**config.mk**
```make
export PLATFORM = sky130hd
export DESIGN_NAME = icache_refill_ctrl
export DESIGN_NICKNAME = d
export VERILOG_FILES = /design/src/rtl/icache_refill_ctrl.sv
export SDC_FILE = /design/constraint.sdc
export NUM_CORES = 1
export LEC_CHECK = 0
export ABC_AREA = 1
export CAP_MARGIN = 15
export CORE_MARGIN = 1
export CORE_UTILIZATION = 35
export CTS_BUF_LIST = sky130_fd_sc_hd__clkbuf_8
export CTS_CLUSTER_SIZE = 20
export DETAILED_ROUTE_END_ITERATION = 8
export DONT_BUFFER_PORTS = 1
export RECOVER_POWER = 100
export SLEW_MARGIN = 10
export SYNTH_ARGS = -nofsm -noshare
export SYNTH_HDL_FRONTEND = slang
export SYNTH_SLANG_ARGS = --single-unit
```
**constraint.sdc**
```tcl
create_clock -name clk_i -period 1.6 [get_ports clk_i]
set_input_delay 0.08 -clock clk_i [delete_from_list [all_inputs] [get_ports clk_i]]
set_output_delay 0.08 -clock clk_i [all_outputs]
set_load 0.05 [all_outputs]
```
**src/rtl/icache_refill_ctrl.sv**
```systemverilog
// icache_refill_ctrl: miss-side refill engine for the instruction cache.
// It takes a missed word PC and issues one word read at a time to the memory
// network. Each returned instruction is written into the icache write port.
// When the refill finishes, it pulses refill_done_o.
// Optional feature macro: ICACHE_REFILL_PREFETCH_EN. When it is defined, each
// miss fetches prefetch_words_p consecutive words. When it is undefined, each
// miss fetches a single word.
module icache_refill_ctrl #(
  parameter int icache_tag_width_p  = 4,
  parameter int icache_addr_width_p = 8,
  parameter int pc_width_lp         = icache_tag_width_p + icache_addr_width_p,
  parameter int prefetch_words_p    = 4
) (
  input  logic                           clk_i,
  input  logic                           reset_n_i,
  input  logic                           miss_v_i,
  input  logic [pc_width_lp-1:0]         miss_pc_i,
  input  logic                           flush_i,
  output logic                           mem_req_v_o,
  output logic [pc_width_lp-1:0]         mem_req_addr_o,
  input  logic                           mem_req_ready_i,
  input  logic                           mem_resp_v_i,
  input  logic [31:0]                    mem_resp_data_i,
  output logic                           icache_w_en_o,
  output logic [icache_addr_width_p-1:0] icache_w_addr_o,
  output logic [icache_tag_width_p-1:0]  icache_w_tag_o,
  output logic [31:0]                    icache_w_instr_o,
  output logic                           busy_o,
  output logic                           refill_done_o
);

  // Reject a prefetch depth that is not a power of two of at least 2.
  if ((prefetch_words_p < 2) || ((prefetch_words_p & (prefetch_words_p - 1)) != 0)) begin : g_bad_prefetch
    $error("icache_refill_ctrl: prefetch_words_p must be a power of two >= 2");
  end

  typedef enum logic [2:0] {
    IDLE  = 3'd0,
    REQ   = 3'd1,
    WAIT  = 3'd2,
    WRITE = 3'd3,
    DONE  = 3'd4,
    DRAIN = 3'd5
  } state_e;

  state_e                 state_q, state_d;
  logic [pc_width_lp-1:0] addr_q, addr_d;
  logic [31:0]            data_q, data_d;

`ifdef ICACHE_REFILL_PREFETCH_EN
  localparam int cnt_width_lp = $clog2(prefetch_words_p);
  logic [cnt_width_lp-1:0] cnt_q, cnt_d;

  // Words-remaining counter. It exists only when prefetch is compiled in.
  always_ff @(posedge clk_i or negedge reset_n_i) begin
    if (!reset_n_i) begin
      cnt_q <= {cnt_width_lp{1'b0}};
    end else begin
      cnt_q <= cnt_d;
    end
  end
`endif

  // State and datapath registers. An asynchronous reset clears every bus to 0.
  always_ff @(posedge clk_i or negedge reset_n_i) begin
    if (!reset_n_i) begin
      state_q <= IDLE;
      addr_q  <= {pc_width_lp{1'b0}};
      data_q  <= 32'h0000_0000;
    end else begin
      state_q <= state_d;
      addr_q  <= addr_d;
      data_q  <= data_d;
    end
  end

  // Next-state and datapath update. flush_i overrides every other transition.
  always_comb begin
    state_d = state_q;
    addr_d  = addr_q;
    data_d  = data_q;
`ifdef ICACHE_REFILL_PREFETCH_EN
    cnt_d   = cnt_q;
`endif
    case (state_q)
      IDLE: begin
        if (miss_v_i) begin
          addr_d  = miss_pc_i;
`ifdef ICACHE_REFILL_PREFETCH_EN
          cnt_d   = cnt_width_lp'(prefetch_words_p - 1);
`endif
          state_d = REQ;
        end else begin
          state_d = IDLE;
        end
      end
      REQ: begin
        if (flush_i) begin
          // Once the request is accepted, its response must still be drained.
          state_d = mem_req_ready_i ? DRAIN : IDLE;
        end else if (mem_req_ready_i) begin
          state_d = WAIT;
        end else begin
          state_d = REQ;
        end
      end
      WAIT: begin
        if (flush_i) begin
          state_d = mem_resp_v_i ? IDLE : DRAIN;
        end else if (mem_resp_v_i) begin
          data_d  = mem_resp_data_i;
          state_d = WRITE;
        end else begin
          state_d = WAIT;
        end
      end
      WRITE: begin
        if (flush_i) begin
          state_d = IDLE;
`ifdef ICACHE_REFILL_PREFETCH_EN
        end else if (cnt_q != {cnt_width_lp{1'b0}}) begin
          // The next word address wraps modulo 2^pc_width_lp; no alignment.
          addr_d  = addr_q + pc_width_lp'(1);
          cnt_d   = cnt_q - cnt_width_lp'(1);
          state_d = REQ;
`endif
        end else begin
          state_d = DONE;
        end
      end
      DONE: begin
        state_d = IDLE;
      end
      DRAIN: begin
        if (mem_resp_v_i) begin
          state_d = IDLE;
        end else begin
          state_d = DRAIN;
        end
      end
      default: begin
        state_d = IDLE;
      end
    endcase
  end

  logic req_v_s, w_en_s, busy_s, done_s;

  // Output decode. It depends only on the state register.
  always_comb begin
    req_v_s = 1'b0;
    w_en_s  = 1'b0;
    busy_s  = 1'b1;
    done_s  = 1'b0;
    case (state_q)
      IDLE:    busy_s  = 1'b0;
      REQ:     req_v_s = 1'b1;
      WAIT:    busy_s  = 1'b1;
      WRITE:   w_en_s  = 1'b1;
      DONE:    done_s  = 1'b1;
      DRAIN:   busy_s  = 1'b1;
      default: busy_s  = 1'b0;
    endcase
  end

  assign mem_req_v_o      = req_v_s;
  assign mem_req_addr_o   = addr_q;
  assign icache_w_en_o    = w_en_s;
  assign icache_w_addr_o  = addr_q[icache_addr_width_p-1:0];
  assign icache_w_tag_o   = addr_q[pc_width_lp-1:icache_addr_width_p];
  assign icache_w_instr_o = data_q;
  assign busy_o           = busy_s;
  assign refill_done_o    = done_s;

endmodule

```
==> out/metrics.yaml <==
globalplace.congestion: 0.775
worstSetupPathType: "reg -> out"
die_h_um: 82.1
fin_util_pct: 45.2
dieArea_um2: 6740
area_growth_pct: 22.1
start_util_pct: 37.0
drive_above_1_share_pct: 10.8
firstDrtPassIters: 4
worstMarginPinSlew_ns: 1.16
dp_hpwl_mm: 2.89
clock-sinks: 47
fp.coreArea_um2: 6060
htreeDepth: 2
vias: 1656
cp_max_fo: 6
syn_inst: 240
hold_class: "in -> reg"
cpPeakStageDelay_ns: 0.46
syn-num-nets: 294
async_flop_share_pct: 100
grt_setup_unrepaired: "false"
cp_data_required_time_ns: 1.52
synth_area_per_cell_um2: 9.35
p_leak_nw: 1.46
drt-initial-drc-count: 84
drt-total-wl_mm: 4.64
ir_drop_uv: 1220
endpoint_kind: "primary output"
grt_use_total_pct: 14.2
cts_buffers: 5
finClkSkew_ns: 0.00523
synth_common_cells: "nand2_1, dfrtp_1, inv_1"
ys_seq_area_share_pct: 52.4
fin_ws_ns: 0.129
netlist_area_um2: 2240
clock_latency_ns: 0.30
max_freq_mhz: 680
root_buffer: "clkbuf_8"
ys_types: 17
final_nets: 349
synth_edf_count: 0
finalSetupTns_ns: 0
maxSlewHeadroom_pct: 22.6
antenna_cells: 0
synth_top_area_share_pct: 52.4
grt_pass1_wl_mm: 7.13
numPortBuffers: 0
worstPathArrival_ns: 1.39
route.detailed.drc: 0
ant_nets: 0
setup_viol: 0
status: "complete, no violations"
pre_cts_slack_ns: 0.301
grt_pass1_vias: 1651
maxCapViolations: 0
finalHoldViolations: 0
path_clk_slew_ns: 0.08
synth_ff_type: "dfrtp_1"
drv_slew: 0
grt-ovfl-total: 0
clockBufferDepth: 2
wl_per_cell_um: 12.5
period_needed_ns: 1.47
synth_top_area_cell: "dfrtp_1"
cp-start-kind: "flip-flop"
grt_max_degree: 65
cts_tree: "built"
synth_area_leaders: "dfrtp_1, o21ai_2, nand2_1, inv_1, buf_4"
yosysWarnings: 0
power_density_nw_per_um2: 2340
slowest_stage: "dfrtp_1"
ios: 110
worstPathCellList: "nor2_4 > nand2_1 > o211ai_1 > buf_4"
final.fill_count: 624
antenna_found_initial: 0
rows: 28
post-route-period-util_pct: 92.0
synth_seq_cells: 47
synth_most_common_cell: "nand2_1"
via_per_inst: 4.46
die_w_um: 82.1
[cell type report]
type	count	area, um^2	area share, %
clock buffer	7	96.3	3.52
multi-input combinational	128	617	22.5
timing repair buffer	70	592	21.6
tap	75	93.8	3.42
sequential	47	1180	42.9
inverter	43	161	5.89
clock inverter	1	3.75	0.137
[critical path: cells and delay by family (launching register included)]
kind            cells  cell delay (ns)
flops               1             0.46
simple gates        2             0.30
buf+inv             1             0.22
compound gates      1             0.11
[repair_timing]
action                                 CTS  global route
gates resized for setup                  0             0
buffers inserted                         0             0
hold buffers                            47             0
endpoints found under the hold margin   93             0
[sequential cells by signal, indices dropped and copies added, names as in the netlist]
register	cells
icache_w_instr_o	32
mem_req_addr_o	12
state_q	3
[kinds of logic (layout without fill, tap and decap cells)]
| kind of cell | Yosys count | in the layout | share of synthesized area (%) |
|---|---|---|---|
| AO/OA/AOI/OAI | 34 | 34 | 13.0 |
| adder cells (fa/ha/maj) | 4 | 4 | 2.23 |
| buffers and inverters | 65 | 121 | 15.1 |
| flip-flops | 47 | 47 | 52.4 |
| AND/OR/NAND/NOR | 90 | 90 | 17.2 |
[stage by stage]
step | hold slack [ns] | instance area, um^2 | power (mW) | cells
floorplan | -0.216 | 2240 | 5.51 | 240
global placement | -0.215 | 2350 | 5.86 | 316
detailed placement | -0.215 | 2350 | 5.90 | 316
CTS | 0.00816 | 2930 | 6.82 | 371
global route | 0.0334 | 2740 | 6.80 | 371
finish | 0.0274 | 2740 | 6.42 | 371
[report_power, final]
group          internal, mW  switching, mW  total (mW)
registers              1.67           1.76        3.43
clock network         0.388          0.379       0.768
logic                 0.549           1.68        2.23
[metal layers]
layer / global-route usage (%) / share of wire [%] / vias up
met1: 14.2 / 42 / 750
met4: 6.14 / 1.6 / 0
met5: 0 / 0 / -
met2: 26.5 / 50 / 72
met3: 4.33 / 6.7 / 5
li1: - / - / 829
[cell usage in the layout (no fill, tap or decap), types with 3 or more instances in the layout]
cell / instances
o21ai_0: 31
buf_4: 3
inv_1: 44
clkbuf_2: 15
nand3_1: 15
dfrtp_1: 47
nor2_1: 6
clkbuf_1: 4
ha_1: 4
nand2_1: 63
clkbuf_8: 7
dlygate4sd3_1: 46
[worst paths after layout]
kind	start	endpoint	slack (ns)	cells past startpoint
max in group asynchronous	reset_n_i	state_q[0]	0.34	2
hold reg to reg	mem_req_addr_o[2]	mem_req_addr_o[2]	0.47	2
setup / recovery	state_q[2]	busy_o	0.13	4
min in group asynchronous	reset_n_i	icache_w_instr_o[25]	0.55	2
hold / removal	mem_resp_v_i	state_q[0]	0.03	3
setup reg to reg	state_q[2]	icache_w_instr_o[15]	0.25	5
Power figures use the tool's default switching activity.
